`src/rtl/controle_movimento_pkg.sv`:
```
// Shared definitions for the square-motion controller and the collision stages.
package controle_movimento_pkg;

    localparam int H_ACTIVE = 640;
    localparam int V_ACTIVE = 480;

    typedef enum logic [1:0] {
        IDLE,
        SAMPLE,
        MOVE,
        SETTLE
    } estado_t;

    typedef enum logic [1:0] {
        DIR_UP,
        DIR_DOWN,
        DIR_LEFT,
        DIR_RIGHT
    } direcao_t;

    // Highest legal top-left coordinate on an axis; 0 when the square is
    // wider than the axis itself.
    function automatic logic [10:0] limite(input logic [10:0] extent, input logic [6:0] tam);
        logic [10:0] t;
        t = {4'd0, tam};
        return (t >= extent) ? 11'd0 : extent - t;
    endfunction

endpackage

```
`src/rtl/controle_movimento_divisor_tick.sv`:
```
// Free-running divider: one-cycle tick every STEP_DIV clocks.
module divisor_tick #(
    parameter int STEP_DIV = 833333
) (
    input  logic clk,
    input  logic reset,
    output logic tick
);
    localparam int W = (STEP_DIV > 1) ? $clog2(STEP_DIV) : 1;
    localparam logic [W-1:0] ULTIMO = W'(STEP_DIV - 1);

    logic [W-1:0] cnt;

    assign tick = (cnt == ULTIMO);

    // Count 0..STEP_DIV-1 and wrap.
    always_ff @(posedge clk) begin
        if (reset)     cnt <= '0;
        else if (tick) cnt <= '0;
        else           cnt <= cnt + 1'b1;
    end

endmodule

```
`src/rtl/controle_movimento.sv`:
```
// Square position controller: one step per accepted movement tick, gated by
// collision flags, clamped to the visible area, then a settle window so the
// collision stages see the new position before the next step.
module controle_movimento
    import controle_movimento_pkg::*;
#(
    parameter int STEP_DIV   = 833333,
    parameter int PASSO      = 2,
    parameter int SETTLE_CYC = 2,
    parameter int X_INI      = 20,
    parameter int Y_INI      = 20,
    parameter int H_ACT      = H_ACTIVE,
    parameter int V_ACT      = V_ACTIVE
) (
    input  logic       VGA_clk,
    input  logic       reset,
    input  logic       key_up,
    input  logic       key_down,
    input  logic       key_left,
    input  logic       key_right,
    input  logic       colisao_min_y,
    input  logic       colisao_max_y,
    input  logic       colisao_min_x,
    input  logic       colisao_max_x,
    input  logic [6:0] tamanho,
    output logic [9:0] xPos,
    output logic [8:0] yPos,
    output logic       movendo,
    output logic       bloqueado
);
    localparam int SW = (SETTLE_CYC > 1) ? $clog2(SETTLE_CYC) : 1;
    localparam logic [SW-1:0] SETTLE_FIM = SW'(SETTLE_CYC - 1);
    localparam logic [10:0]   PASSO11    = 11'(PASSO);
    localparam logic [10:0]   H11        = 11'(H_ACT);
    localparam logic [10:0]   V11        = 11'(V_ACT);

    logic tick;

    divisor_tick #(.STEP_DIV(STEP_DIV)) u_divisor (
        .clk   (VGA_clk),
        .reset (reset),
        .tick  (tick)
    );

    estado_t       estado, estado_n;
    direcao_t      dir, dir_n;
    logic [SW-1:0] settle_cnt, settle_cnt_n;
    logic [9:0]    x_n;
    logic [8:0]    y_n;
    logic          mov_n, blq_n;
    logic          tem_tecla, bloq_dir;
    logic [10:0]   x11, y11, soma, lim;

    assign x11 = {1'b0, xPos};
    assign y11 = {2'b0, yPos};

    // State, position and pulse registers.
    always_ff @(posedge VGA_clk) begin
        if (reset) begin
            estado     <= IDLE;
            dir        <= DIR_UP;
            settle_cnt <= '0;
            xPos       <= 10'(X_INI);
            yPos       <= 9'(Y_INI);
            movendo    <= 1'b0;
            bloqueado  <= 1'b0;
        end else begin
            estado     <= estado_n;
            dir        <= dir_n;
            settle_cnt <= settle_cnt_n;
            xPos       <= x_n;
            yPos       <= y_n;
            movendo    <= mov_n;
            bloqueado  <= blq_n;
        end
    end

    // Next state, direction latch and clamped step arithmetic.
    always_comb begin
        estado_n     = estado;
        dir_n        = dir;
        settle_cnt_n = settle_cnt;
        x_n          = xPos;
        y_n          = yPos;
        mov_n        = 1'b0;
        blq_n        = 1'b0;
        tem_tecla    = 1'b1;
        bloq_dir     = 1'b0;
        soma         = '0;
        lim          = '0;
        case (estado)
            IDLE: if (tick) estado_n = SAMPLE;
            SAMPLE: begin
                if (key_up) begin
                    dir_n = DIR_UP;    bloq_dir = colisao_min_y;
                end else if (key_down) begin
                    dir_n = DIR_DOWN;  bloq_dir = colisao_max_y;
                end else if (key_left) begin
                    dir_n = DIR_LEFT;  bloq_dir = colisao_min_x;
                end else if (key_right) begin
                    dir_n = DIR_RIGHT; bloq_dir = colisao_max_x;
                end else begin
                    tem_tecla = 1'b0;
                end
                if (!tem_tecla) begin
                    estado_n = IDLE;
                end else if (bloq_dir) begin
                    blq_n    = 1'b1;
                    estado_n = IDLE;
                end else begin
                    estado_n = MOVE;
                end
            end
            MOVE: begin
                case (dir)
                    DIR_UP:   y_n = (y11 < PASSO11) ? 9'd0 : 9'(y11 - PASSO11);
                    DIR_LEFT: x_n = (x11 < PASSO11) ? 10'd0 : 10'(x11 - PASSO11);
                    DIR_DOWN: begin
                        soma = y11 + PASSO11;
                        lim  = limite(V11, tamanho);
                        y_n  = 9'((soma < lim) ? soma : lim);
                    end
                    default: begin
                        soma = x11 + PASSO11;
                        lim  = limite(H11, tamanho);
                        x_n  = 10'((soma < lim) ? soma : lim);
                    end
                endcase
                mov_n        = (x_n != xPos) || (y_n != yPos);
                settle_cnt_n = '0;
                estado_n     = SETTLE;
            end
            default: begin
                if (settle_cnt == SETTLE_FIM) estado_n = IDLE;
                else                          settle_cnt_n = settle_cnt + 1'b1;
            end
        endcase
    end

endmodule

```
`config.mk`:
```
export PLATFORM = sky130hd
export DESIGN_NAME = controle_movimento
export DESIGN_NICKNAME = d
export VERILOG_FILES = /design/src/rtl/controle_movimento_pkg.sv /design/src/rtl/controle_movimento_divisor_tick.sv /design/src/rtl/controle_movimento.sv
export SDC_FILE = /design/constraint.sdc
export NUM_CORES = 1
export LEC_CHECK = 0
export CAP_MARGIN = 10
export CORE_ASPECT_RATIO = 0.75
export CORE_MARGIN = 4
export CORE_UTILIZATION = 30
export DETAILED_ROUTE_END_ITERATION = 10
export PLACE_DENSITY = 0.51
export SLEW_MARGIN = 20
export SYNTH_ARGS = -nofsm -noshare
export SYNTH_HDL_FRONTEND = slang
export SYNTH_SLANG_ARGS = --single-unit
```
`constraint.sdc`:
```
create_clock -name VGA_clk -period 4.9 [get_ports VGA_clk]
set_input_delay 1.225 -clock VGA_clk [delete_from_list [all_inputs] [get_ports VGA_clk]]
set_output_delay 1.225 -clock VGA_clk [all_outputs]
set_load 0.01 [all_outputs]
```
# == Yosys cells after proc, flatten, opt, wreduce, memory -nomap -nowiden ==
# Cells that the tools add are included.
# totals
ff_bits,46
inputBits,17
out_inout_bits,21
word_cells,73
# op_classes
addsub,8
order_cmp,4
n_eq_ne,8
mux,30
n_bitwise,3
reduce_logical,12
# op_table
cell,n
two-way mux 10 bit,3
two-way mux 9 bit,3
adder 20 x 1 -> 20 bit (second input constant),1
equality test 20 bit (second input constant),1
case mux 10 bit (2 select lines),1
case mux 9 bit (2 select lines),1
two-way mux 2 bit,8
two-way mux 1 bit,12
adder 10 x 2 -> 11 bit (second input constant),1
less-than comparator 10 x 11 -> 1 bit,1
less-than comparator 11 bit,1
subtractor 10 x 7 -> 11 bit (first input constant),1
adder 9 x 2 -> 10 bit (second input constant),1
less-than comparator 10 x 2 -> 1 bit (second input constant),1
!= test 10 bit,1
subtractor 10 x 2 -> 10 bit (second input constant),1
subtractor 9 x 7 -> 10 bit (first input constant),1
less-than comparator 9 x 2 -> 1 bit (second input constant),1
!= test 9 bit,1
subtractor 9 x 2 -> 9 bit (second input constant),1
nonzero test 4 bit,2
OR reduction 2 bit,4
case mux 2 bit (3 select lines),1
equality test 2 x 1 -> 1 bit (second input constant),2
other kinds (9),14

# == Longest topological paths before layout ==
# logic_depth
depth_word,8
mapped_depth,16
mapped_depth_nobuf,15

# == Hierarchy ==
# A second synthesis with hierarchy kept.
# unflattened
hier_cells,555
area_unflattened_um2,4048.9
# by_module_without_submodules
module,instances,cells_each,area_per_inst_um2,seq_area_each_um2
controle_movimento,1,447,3084.2,520.5
divisor_tick,1,108,964.7,400.4

# == Least setup slack after synthesis ==
# Ideal clock, no wire load.
# synth_path
path_type,input -> register
start,input tamanho[0]
end,register movendo
setup_ps,120
t_arrival_ps,4829
t_required_ps,4780
setup_slack_ps,-49
cell_stages,16
n_path_buf,1
path_cell_list,inv_1 -> ha_1 -> or4b_1 -> nand2_1 -> xnor2_1 -> ha_1 -> and3_1 -> a221o_1 -> a31o_1 -> a311oi_2 -> or2_1 -> buf_6 -> mux2i_1 -> o2111ai_2 -> or4b_1 -> o31a_1
# synth_between
elab_chain_len,7
elab_cells_between_ends,13
classes_between,add/sub: 2; order compare: 2; eq/ne: 2; mux: 6; reduce/logical: 1
# synth_rtl
element,line_no,source
"start, declared",controle_movimento.sv:25,"input logic [6:0] tamanho,"
subtractor 10 x 7 -> 11 bit / subtractor 9 x 7 -> 10 bit (equally long branches),controle_movimento_pkg.sv:26,return (t >= extent) ? 11'd0 : extent - t;
less-than comparator 11 bit / less-than comparator 10 x 11 -> 1 bit (equally long branches),"controle_movimento.sv:126, controle_movimento.sv:121",
two-way mux 10 bit / two-way mux 9 bit (equally long branches),"controle_movimento.sv:126, controle_movimento.sv:121",
case mux 10 bit (2 select lines) / case mux 9 bit (2 select lines) (equally long branches),controle_movimento.sv:115,case (dir)
two-way mux 10 bit / two-way mux 9 bit (equally long branches),controle_movimento.sv:91,case (estado)
!= test 10 bit / != test 9 bit (equally long branches),controle_movimento.sv:129,mov_n = (x_n != xPos) || (y_n != yPos);
logical OR 1 bit *,controle_movimento.sv:129,
"end signal, assigned",controle_movimento.sv:73,movendo <= mov_n;
"end, declared",controle_movimento.sv:28,"output logic movendo,"
# Mark *: on every way between the ends. The rest lies on a longest branch, timed or not. The select of a mux whose other input is x is not followed.
# A chain may end at the register's enable or synchronous reset.

# == Worst setup path in the final report ==
# layout_path
start,input tamanho[2]
end,register movendo
# Same word-level chain as after synthesis.

==> impl_results.md <==
* Die width at 146 µm
* Number of synthesized flops with an enable pin at 0
* Main flop type after synthesis: dfxtp_1
* Pwr Total at 820 µW
* Setup Crit Path Kind: in2reg
* DRT iter0 DRCs at 357
* Worst EP arrival at 4960 ps
* Global-route met2 utilization at 0.243
* Top Ports at 38
* Setup TNS at 0 ps
* Netlist cell types at 81
* Hold_buf cts at 0
* Post-layout util at 0.374
* Num CTS Buffers at 5
* Syn-to-layout area delta at 20.4%
* # diodes at 0
* Largest stage delay, worst path at 570 ps
* CTS max path bufs at 2
* GPL Wtd Cong at 0.945
* Core area at 13900 µm²
* DRC errors left at 0
* Yosys reg bits at 46
* Post-placement cell area at 5020 µm²
* Pwr dens at 158 nW/µm²
* Syn Nets at 608
* HPWL after DPL at 10.4 mm
* CP max stage cell: or4b_4
* Post-synth top cells: nor2_1 (61), nand2_1 (56), dfxtp_1 (46), a21oi_1 (33), o21ai_0 (29)
* ANT nets after route at 0
* RSZ-0062 raised after global routing: no
* Synth Instances at 570
* Maximum vdd drop at 0.125 mV
* GR peak layer: met1
* WP data required at 5070 ps
* Slew Viols, Final at 0
* CTS tree: yes
* Die Footprint at 16400 µm²
* Crit-path cells: clkdlybuf4s50_1, or4b_4, nand2_4, xnor2_2, ha_1, and3_1, a221o_1, a31o_1, a311oi_2, or2_4, mux2i_1, o2111ai_2, or4b_1, o31a_1
* Placed insts at 795
* Final instance area at 5190 µm²
* Root buf cell: clkbuf_16
* Met3 Usage GRT at 0.0330
* Synth Warn # at 0
* Clk pin slew, worst setup/hold paths at 60 ps
* Actual slew at the worst max-slew pin at 968 ps
* Max H-tree Level at 2
* Seq/Total Area, Yosys at 0.213
* Lkg Pwr at 0.00187 µW
* Period utilization at 0.977
* Max-cap violations at 0
* Vias in the first global route at 4226
* Yosys top cell area share at 0.213
* Hold WC Path Type: reg2reg
* Synthesized area per cell at 7.57 µm²
* Initial antenna violation count at 0
* Nets@finish at 667
* Initial Util at 0.311
* Via count at 4545
* Fillers at 1462
* Sink Count at 46
* Global-route usage over all layers at 0.164
* Grt met1 use at 0.247
* F_max at 209 MHz
* Final non-filler cell total at 804
* GRT overflow at 0
* Async set-reset flop share out of synthesis at 0
* Largest net degree at the start of global routing at 35
* Aggregate routed wire length at 13.9 mm
* Insertion delay to the later sink of the worst-skew pair at 280 ps
* Rel. slew slack at 0.353
* Site Rows at 37
* Final Setup Violations at 0
* Global-route wire length before repair at 22.5 mm
* Hold Violations, Final at 0
* Vias per inst at 5.65
* Tmin final at 4790 ps
* Routed WL per cell at 17.3 µm
* I/O Buffers at 37
* Most common cell in the netlist: nor2_1
* Post-Syn Area at 4310 µm²
* Status: finished clean
* Crit start category: input port
* Skew final at 6.20 ps
* Die height at 112 µm
* Post-synth top area cell: dfxtp_1
* Crit path max fanout at 3
* Crit. End Element: flip-flop
* Largest cells by area after synthesis: dfxtp_1 (21%), ha_1 (6.1%), nor2_1 (5.3%)
* Share of layout cells above drive strength 1 at 0.146
* TritonRoute pass-1 iters at 5
==> placed cells by master (no fill, tap or decap), types with 5 or more instances in the layout <==
cell type,netlist,layout
and3_1,6,6
nand3_1,28,28
nand4_1,8,8
o21ai_1,4,5
o211ai_1,9,9
a31oi_1,11,11
a21o_1,5,5
xnor2_1,14,13
dfxtp_1,46,46
ha_1,21,21
a211oi_1,6,6
nor4_1,8,8
o21ai_0,29,28
o31ai_1,6,6
nor2_1,61,61
nor3_1,21,21
mux2i_1,12,12
nand2_1,56,55
a21oi_1,33,33
buf_4,4,53
inv_1,23,22
or3_1,7,7
xor2_1,21,20
clkdlybuf4s50_1,0,35
nor3b_1,7,7
clkbuf_16,0,5
nor2b_1,6,6
==> path summary, 6_finish.rpt <==
path	startpoint	end	slack, ps	cells after the start
worst max-delay path	tamanho[2]	movendo$_SDFF_PP0_	110	14
worst min-delay path	u_divisor.cnt[0]$_SDFF_PP0_	u_divisor.cnt[0]$_SDFF_PP0_	470	1
worst max register to register	yPos[4]$_SDFFE_PP1P_	movendo$_SDFF_PP0_	800	13
worst min register to register	u_divisor.cnt[0]$_SDFF_PP0_	u_divisor.cnt[0]$_SDFF_PP0_	470	1
==> repair_timing <==
action | in CTS | in global routing
buffers inserted | 2 | 0
pin swaps | 5 | 4
resized for setup | 7 | 3
endpoints found under the hold margin | 0 | 0
setup endpoints to repair | 1 | 2
==> state kept, by name, summed over array words and instances, names as in the netlist <==
name	count
bloqueado	1
xPos	10
estado	2
dir	2
movendo	1
u_divisor.cnt	20
settle_cnt	1
yPos	9
==> cell families after synthesis <==
group                    share of synthesized area
AND/OR/NAND/NOR                              0.288
adder cells (fa/ha/maj)                     0.0609
flip-flops                                   0.213
multiplexers                                0.0331
AO/OA/AOI/OAI                                0.251
buffers and inverters                       0.0824
XOR/XNOR                                    0.0711
==> worst max-delay path, delay by kind of cell <==
| family | cells | cell delay, ps |
|---|---|---|
| AND/OR/NAND/NOR | 5 | 1570 |
| AO/OA/AOI/OAI | 5 | 1140 |
| buffers and inverters | 1 | 420 |
| adder cells (fa/ha/maj) | 1 | 260 |
| multiplexers | 1 | 220 |
| XOR/XNOR | 1 | 120 |
==> stage by stage <==
stage | setup WS [ps] | hold WS (ps)
finish | 113 | 470
global route | 2.25 | 493
CTS | 41.1 | 478
detailed placement | -406 | 464
global placement | -288 | 444
floorplan | 12.0 | 430
==> final cells by class <==
cell class                      instances  area [µm²]  share of cell area
Clock inverter                          2        10.0             0.00193
Clock buffer                            5         125              0.0241
Tap cell                              175         219              0.0422
Inverter                               23        86.3              0.0166
Sequential cell                        46         921               0.177
Timing Repair Buffer                   90         766               0.147
Multi-Input combinational cell        463        3070               0.590
==> power breakdown <==
group	internal (µW)	total [µW]	switching, µW
Sequential	377	382	5.03
Clock	184	320	136
Combinational	57.5	118	60.5
==> metal layers <==
metal  vias to the layer above  wire length (µm)
li1                       2209                 -
met1                      2133              6760
met5                         -                 0
met4                         0               145
met3                        14              1150
met2                       189              5820
No activity file was read; power rests on OpenSTA's default activity.
